<file path="src/rtl/code_loader_pkg.sv">
// Shared constants and state encoding for the byte-stream code loader.
// Imported by the loader top and its idle timer.
package code_loader_pkg;

   localparam logic [7:0] SYNC_BYTE_DEF = 8'hA5;
   localparam int         MAX_WORDS_DEF = 512;
   localparam int         TIMEOUT_DEF   = 1_000_000;

   typedef enum logic [2:0] {
      IDLE    = 3'd0,
      LEN_HI  = 3'd1,
      LEN_LO  = 3'd2,
      DATA_HI = 3'd3,
      DATA_LO = 3'd4,
      CHECK   = 3'd5,
      DONE    = 3'd6,
      ERROR   = 3'd7
   } state_e;

endpackage

</file>
<file path="src/rtl/code_loader_timer.sv">
// Idle-cycle counter for the loader: counts clocks without a byte strobe
// while enabled, and flags the edge on which the count reaches TIMEOUT.
module loader_timer #(
   parameter int TIMEOUT = 1_000_000
) (
   input  logic clk,
   input  logic rst_n,
   input  logic clear,
   input  logic enable,
   output logic expired
);

   localparam int CW = $clog2(TIMEOUT + 1);

   logic [CW-1:0] count_q;

   // expired means "the coming edge is idle cycle number TIMEOUT"
   assign expired = enable && (count_q == CW'(TIMEOUT - 1));

   always_ff @(posedge clk or negedge rst_n) begin
      if (!rst_n) begin
         count_q <= '0;
      end else if (clear || !enable) begin
         count_q <= '0;
      end else if (!expired) begin
         count_q <= count_q + 1'b1;
      end
   end

endmodule

</file>
<file path="src/rtl/code_loader.sv">
// Framed byte-stream loader: assembles 16-bit words into code memory,
// checks an XOR checksum, then releases the processor via run.
module code_loader
   import code_loader_pkg::*;
#(
   parameter logic [7:0] SYNC_BYTE = SYNC_BYTE_DEF,
   parameter int         MAX_WORDS = MAX_WORDS_DEF,
   parameter int         TIMEOUT   = TIMEOUT_DEF
) (
   input  logic        clk,
   input  logic        rst_n,
   input  logic        rx_valid,
   input  logic [7:0]  rx_data,
   output logic        code_w_en,
   output logic [8:0]  code_addr_in,
   output logic [15:0] code_in,
   output logic        run,
   output logic        loading,
   output logic        err
);

   state_e      state_q;
   logic [7:0]  len_hi_q;
   logic [9:0]  len_q;
   logic [9:0]  words_q;
   logic [8:0]  addr_q;
   logic [7:0]  acc_q;
   logic [7:0]  hi_q;
   logic        code_w_en_q;
   logic [8:0]  code_addr_q;
   logic [15:0] code_in_q;
   logic        run_q;
   logic        loading_q;
   logic        err_q;

   logic [15:0] len_full;
   logic        len_ok;
   logic [9:0]  words_inc;
   logic        timer_expired;

   assign len_full  = {len_hi_q, rx_data};
   assign len_ok    = (len_full != 16'd0) && (len_full <= 16'(MAX_WORDS));
   assign words_inc = words_q + 10'd1;

   loader_timer #(.TIMEOUT(TIMEOUT)) u_timer (
      .clk     (clk),
      .rst_n   (rst_n),
      .clear   (rx_valid),
      .enable  (loading_q),
      .expired (timer_expired)
   );

   always_ff @(posedge clk or negedge rst_n) begin
      if (!rst_n) begin
         state_q     <= IDLE;
         len_hi_q    <= '0;
         len_q       <= '0;
         words_q     <= '0;
         addr_q      <= '0;
         acc_q       <= '0;
         hi_q        <= '0;
         code_w_en_q <= 1'b0;
         code_addr_q <= '0;
         code_in_q   <= '0;
         run_q       <= 1'b0;
         loading_q   <= 1'b0;
         err_q       <= 1'b0;
      end else begin
         code_w_en_q <= 1'b0;
         if (rx_valid) begin
            unique case (state_q)
               IDLE, DONE, ERROR: begin
                  if (rx_data == SYNC_BYTE) begin
                     state_q   <= LEN_HI;
                     run_q     <= 1'b0;
                     err_q     <= 1'b0;
                     loading_q <= 1'b1;
                     addr_q    <= '0;
                     words_q   <= '0;
                     acc_q     <= '0;
                  end
               end
               LEN_HI: begin
                  len_hi_q <= rx_data;
                  acc_q    <= acc_q ^ rx_data;
                  state_q  <= LEN_LO;
               end
               LEN_LO: begin
                  len_q <= len_full[9:0];
                  acc_q <= acc_q ^ rx_data;
                  if (len_ok) begin
                     state_q <= DATA_HI;
                  end else begin
                     state_q   <= ERROR;
                     err_q     <= 1'b1;
                     loading_q <= 1'b0;
                  end
               end
               DATA_HI: begin
                  hi_q    <= rx_data;
                  acc_q   <= acc_q ^ rx_data;
                  state_q <= DATA_LO;
               end
               DATA_LO: begin
                  acc_q       <= acc_q ^ rx_data;
                  code_w_en_q <= 1'b1;
                  code_addr_q <= addr_q;
                  code_in_q   <= {hi_q, rx_data};
                  addr_q      <= addr_q + 9'd1;
                  words_q     <= words_inc;
                  state_q     <= (words_inc == len_q) ? CHECK : DATA_HI;
               end
               CHECK: begin
                  loading_q <= 1'b0;
                  if (rx_data == acc_q) begin
                     state_q <= DONE;
                     run_q   <= 1'b1;
                  end else begin
                     state_q <= ERROR;
                     err_q   <= 1'b1;
                  end
               end
            endcase
         end else if (timer_expired) begin
            // a byte on the expiry edge takes priority, hence the else
            state_q   <= ERROR;
            err_q     <= 1'b1;
            loading_q <= 1'b0;
         end
      end
   end

   assign code_w_en    = code_w_en_q;
   assign code_addr_in = code_addr_q;
   assign code_in      = code_in_q;
   assign run          = run_q;
   assign loading      = loading_q;
   assign err          = err_q;

endmodule

</file>
<file path="config.mk">
export PLATFORM = sky130hd
export DESIGN_NAME = code_loader
export DESIGN_NICKNAME = d
export VERILOG_FILES = /design/src/rtl/code_loader_pkg.sv /design/src/rtl/code_loader_timer.sv /design/src/rtl/code_loader.sv
export SDC_FILE = /design/constraint.sdc
export NUM_CORES = 1
export LEC_CHECK = 0
export ABC_AREA = 1
export BUFFER_PORTS_ARGS = -buffer_cell sky130_fd_sc_hd__buf_4
export CORE_ASPECT_RATIO = 1.25
export CORE_MARGIN = 2
export CORE_UTILIZATION = 55
export DETAILED_ROUTE_END_ITERATION = 12
export PLACE_DENSITY = 0.74
export SETUP_SLACK_MARGIN = 0.3
export SYNTH_ARGS = -nofsm -noshare
export SYNTH_HDL_FRONTEND = slang
export SYNTH_SLANG_ARGS = --single-unit
</file>
<file path="constraint.sdc">
create_clock -name clk -period 2.3 [get_ports clk]
set_input_delay 0.115 -clock clk [delete_from_list [all_inputs] [get_ports clk]]
set_output_delay 0.115 -clock clk [all_outputs]
set_load 0.01 [all_outputs]
</file>
==> flow_summary.yaml <==
synth:
  yosys-top-cells-area: "dfrtp_1 (51%), nand2_1 (12%), o21ai_0 (6.3%)"
  synth_nets: 646
  ys_types: 34
  synth_area_leader_cell: "dfrtp_1"
  syn_avg_cell_area_um2: 8.12
  ys_ff_latch: 105
  syn_inst: 632
  synth_area_um2: 5130
  synth_enable_flop_cells: 0
  ys_seq_area_frac: 0.512
  yosys_most_used_dff: "dfrtp_1"
  ys.warnings.count: 0
  netlist.area_leader.share: 0.512
  synthArstFlopShare: 1.00
routing:
  wl_um: 11800
  viasPerCell: 5.36
  ant_nets: 0
  drt_first_pass_iters: 5
  routedWlPerCell_um: 14.6
  initialDrtViolationCount: 236
  drc: 0
  vias: 4338
flow_run:
  drv_cap: 0
pwr:
  combPwrFrac: 0.340
  p_leak_nw: 2.81
  power_frac_seq: 0.430
  power_frac_clock: 0.230
  p_int_w: 0.00412
  vdd_drop_max_mv: 0.562
  swShare: 0.367
  power_w: 0.00651
  p_sw_w: 0.00239
  cellPowerDensity_nw_per_um2: 1100
place:
  dp.cells: 789
  hpwl_um: 8560
  gp_congestion: 0.941
  portBuffers: 39
finish:
  final_nets: 695
  post-route-util: 0.650
  layoutNonFillerInstCount: 809
  nFillCells: 787
  diodes: 0
  areaGrowthSynthToFinish_pct: 15.6
  drive_above_1_share: 0.131
  layout_common_cells: "nand2_1 (168), dfrtp_1 (105), inv_1 (67)"
  final_common_cell: "nand2_1"
critical_path:
  crit_chain: "inv_2 -> nor2_2 -> inv_2 -> nand2_4 -> nor2_2 -> o21ai_2 -> nand2_2 -> nor2_4 -> nand2_1 -> o21ai_1 -> nand2_1 -> nor2_1"
  crit_buf_inv: 2
  cp.arrival_ns: 2.16
  path_class: "reg -> reg"
  endpoint_kind: "register"
  critPathMaxStageDelay_ns: 0.42
  critPathSlowestCell: "dfrtp_1"
  critPathRequiredTime_ns: 2.58
  start_kind: "register"
  path_max_fanout: 12
  path_delay_family: "simple AND/OR/NAND/NOR gates"
timing:
  finalCriticalPeriod_ns: 1.89
  final_hold_viol_count: 0
  holdWs_ns: 0.0177
  setup_tns_ns: 0
  clock_skew_ns: 0.00571
  relSlewSlack: 0.588
  rsz0062_at_grt: "true"
  finalCritPeriodShare: 0.820
  maxSlewViolCount: 0
  fmax_ghz: 0.530
  worstMarginPinSlew_ns: 0.618
  finalSetupViolCount: 0
global_routing:
  first_global_vias: 4215
  grtUsageTotal: 0.248
  grtUsageMet3: 0.0302
  busiest_layer: "met2"
  groute.layer.met1.usage: 0.319
  antenna_found_initial: 0
  grt_pass1_wl_um: 20100
  grt-ovfl-total: 0
  met2_usage: 0.424
  grt_max_degree: 50
clocking:
  cts_sinks: 105
  clk_latency_ns: 0.35
  ctsHtreeMaxLevel: 3
  cts_tree: "done"
  clk_path_buf_depth: 2
  numCtsBuffers: 9
  clk_pin_slew_ns: 0.07
  cts_root_buf: "clkbuf_16"
floorplanning:
  start_util: 0.563
  row_count: 39
  pin_count: 40
  die_w_um: 90.4
  placeableCoreArea_um2: 9130
  die-area_um2: 10100
  die_h_um: 112
outcome:
  status: "complete, no violations"
hold_path:
  hold_class: "in -> reg"
-- what timing repair did --
item                                    4_1_cts  5_1_grt
pin swaps                                     1        1
gates resized for setup                       0        4
endpoints found under the setup margin        1       15
cloned                                        0        0
buffers inserted                              1        2
hold endpoints to repair                     47        0
hold buffers                                  1        0
-- tightest hold or removal path: cells and delay by family --
family,cells,cell delay (ns)
buf+inv,1,0.11
simple gates,1,0.05
compound gates,1,0.05
-- layer usage --
| metal | vias to the layer above | share of wire |
|---|---|---|
| li1 | 2163 | - |
| met1 | 2054 | 0.43 |
| met2 | 98 | 0.51 |
| met3 | 23 | 0.035 |
| met4 | 0 | 0.026 |
| met5 | - | 0 |
-- logic make-up after synthesis --
kind of cell / synth area share
flops: 0.512
simple gates: 0.273
xor+xnor: 0.0324
compound gates: 0.110
buf+inv: 0.0648
fa+ha+maj: 0.00731
-- power by group through the flow --
| stage | sequential, W | combinational (W) | clock [W] |
|---|---|---|---|
| 3_3_place_gp | 0.00280 | 0.00211 | 0 |
| 5_1_grt | 0.00288 | 0.00251 | 0.00160 |
| 3_5_place_dp | 0.00283 | 0.00217 | 0 |
| 2_1_floorplan | 0.00286 | 0.00131 | 0 |
| 4_1_cts | 0.00280 | 0.00220 | 0.00153 |
| 6_report | 0.00280 | 0.00221 | 0.00150 |
-- cell usage after synthesis, types with 3 or more instances --
cell      instances
nand2_1         168
dfrtp_1         105
inv_1            67
o21ai_0          65
nor2_1           54
nand3_1          34
a21oi_1          15
nand4_1          15
nor3_1           14
xor2_1           13
o21ai_1          12
nand3b_1         11
buf_2             8
inv_2             6
xnor2_1           6
o22ai_1           5
nand2_2           4
nor2_2            4
clkbuf_1          3
ha_1              3
nor2_4            3
nor4_1            3
o31ai_1           3
-- flip-flops by register name (all words and copies together), names as in the netlist --
signal,flops
code_in,16
code_addr_in,9
len_q,10
len_hi_q,8
addr_q,9
state_q,3
acc_q,8
hi_q,8
u_timer.count_q,20
words_q,10
err,1
loading,1
run,1
code_w_en,1
-- final timing paths --
check	startpoint	to	slack (ns)	depth (start not counted)
min	rx_data[1]	len_q[1]	0.02	3
max reg2reg	state_q[0]	addr_q[4]	0.41	12
min reg2reg	code_in[13]	code_in[13]	0.48	2
max in group asynchronous	rst_n	len_q[4]	1.27	3
max	state_q[0]	addr_q[4]	0.41	12
min in group asynchronous	rst_n	words_q[6]	0.32	2
-- stage by stage --
step | area [um2] | setup slack (ns)
after floorplan | 5130 | 0.665
after global placement | 5600 | 0.309
after detailed placement | 5600 | 0.317
after CTS | 5910 | 0.338
after global routing | 5940 | 0.243
final | 5940 | 0.415
-- layout make-up --
class / instances / area [um2] / area share
tap: 123 / 154 / 0.0259
clock buffer: 11 / 253 / 0.0426
timing repair buffer: 50 / 403 / 0.0679
multi-input combinational: 442 / 2190 / 0.368
inverter: 73 / 274 / 0.0462
sequential: 105 / 2630 / 0.443
clock inverter: 5 / 37.5 / 0.00632
Note: power is estimated with default switching activity, not from simulation.
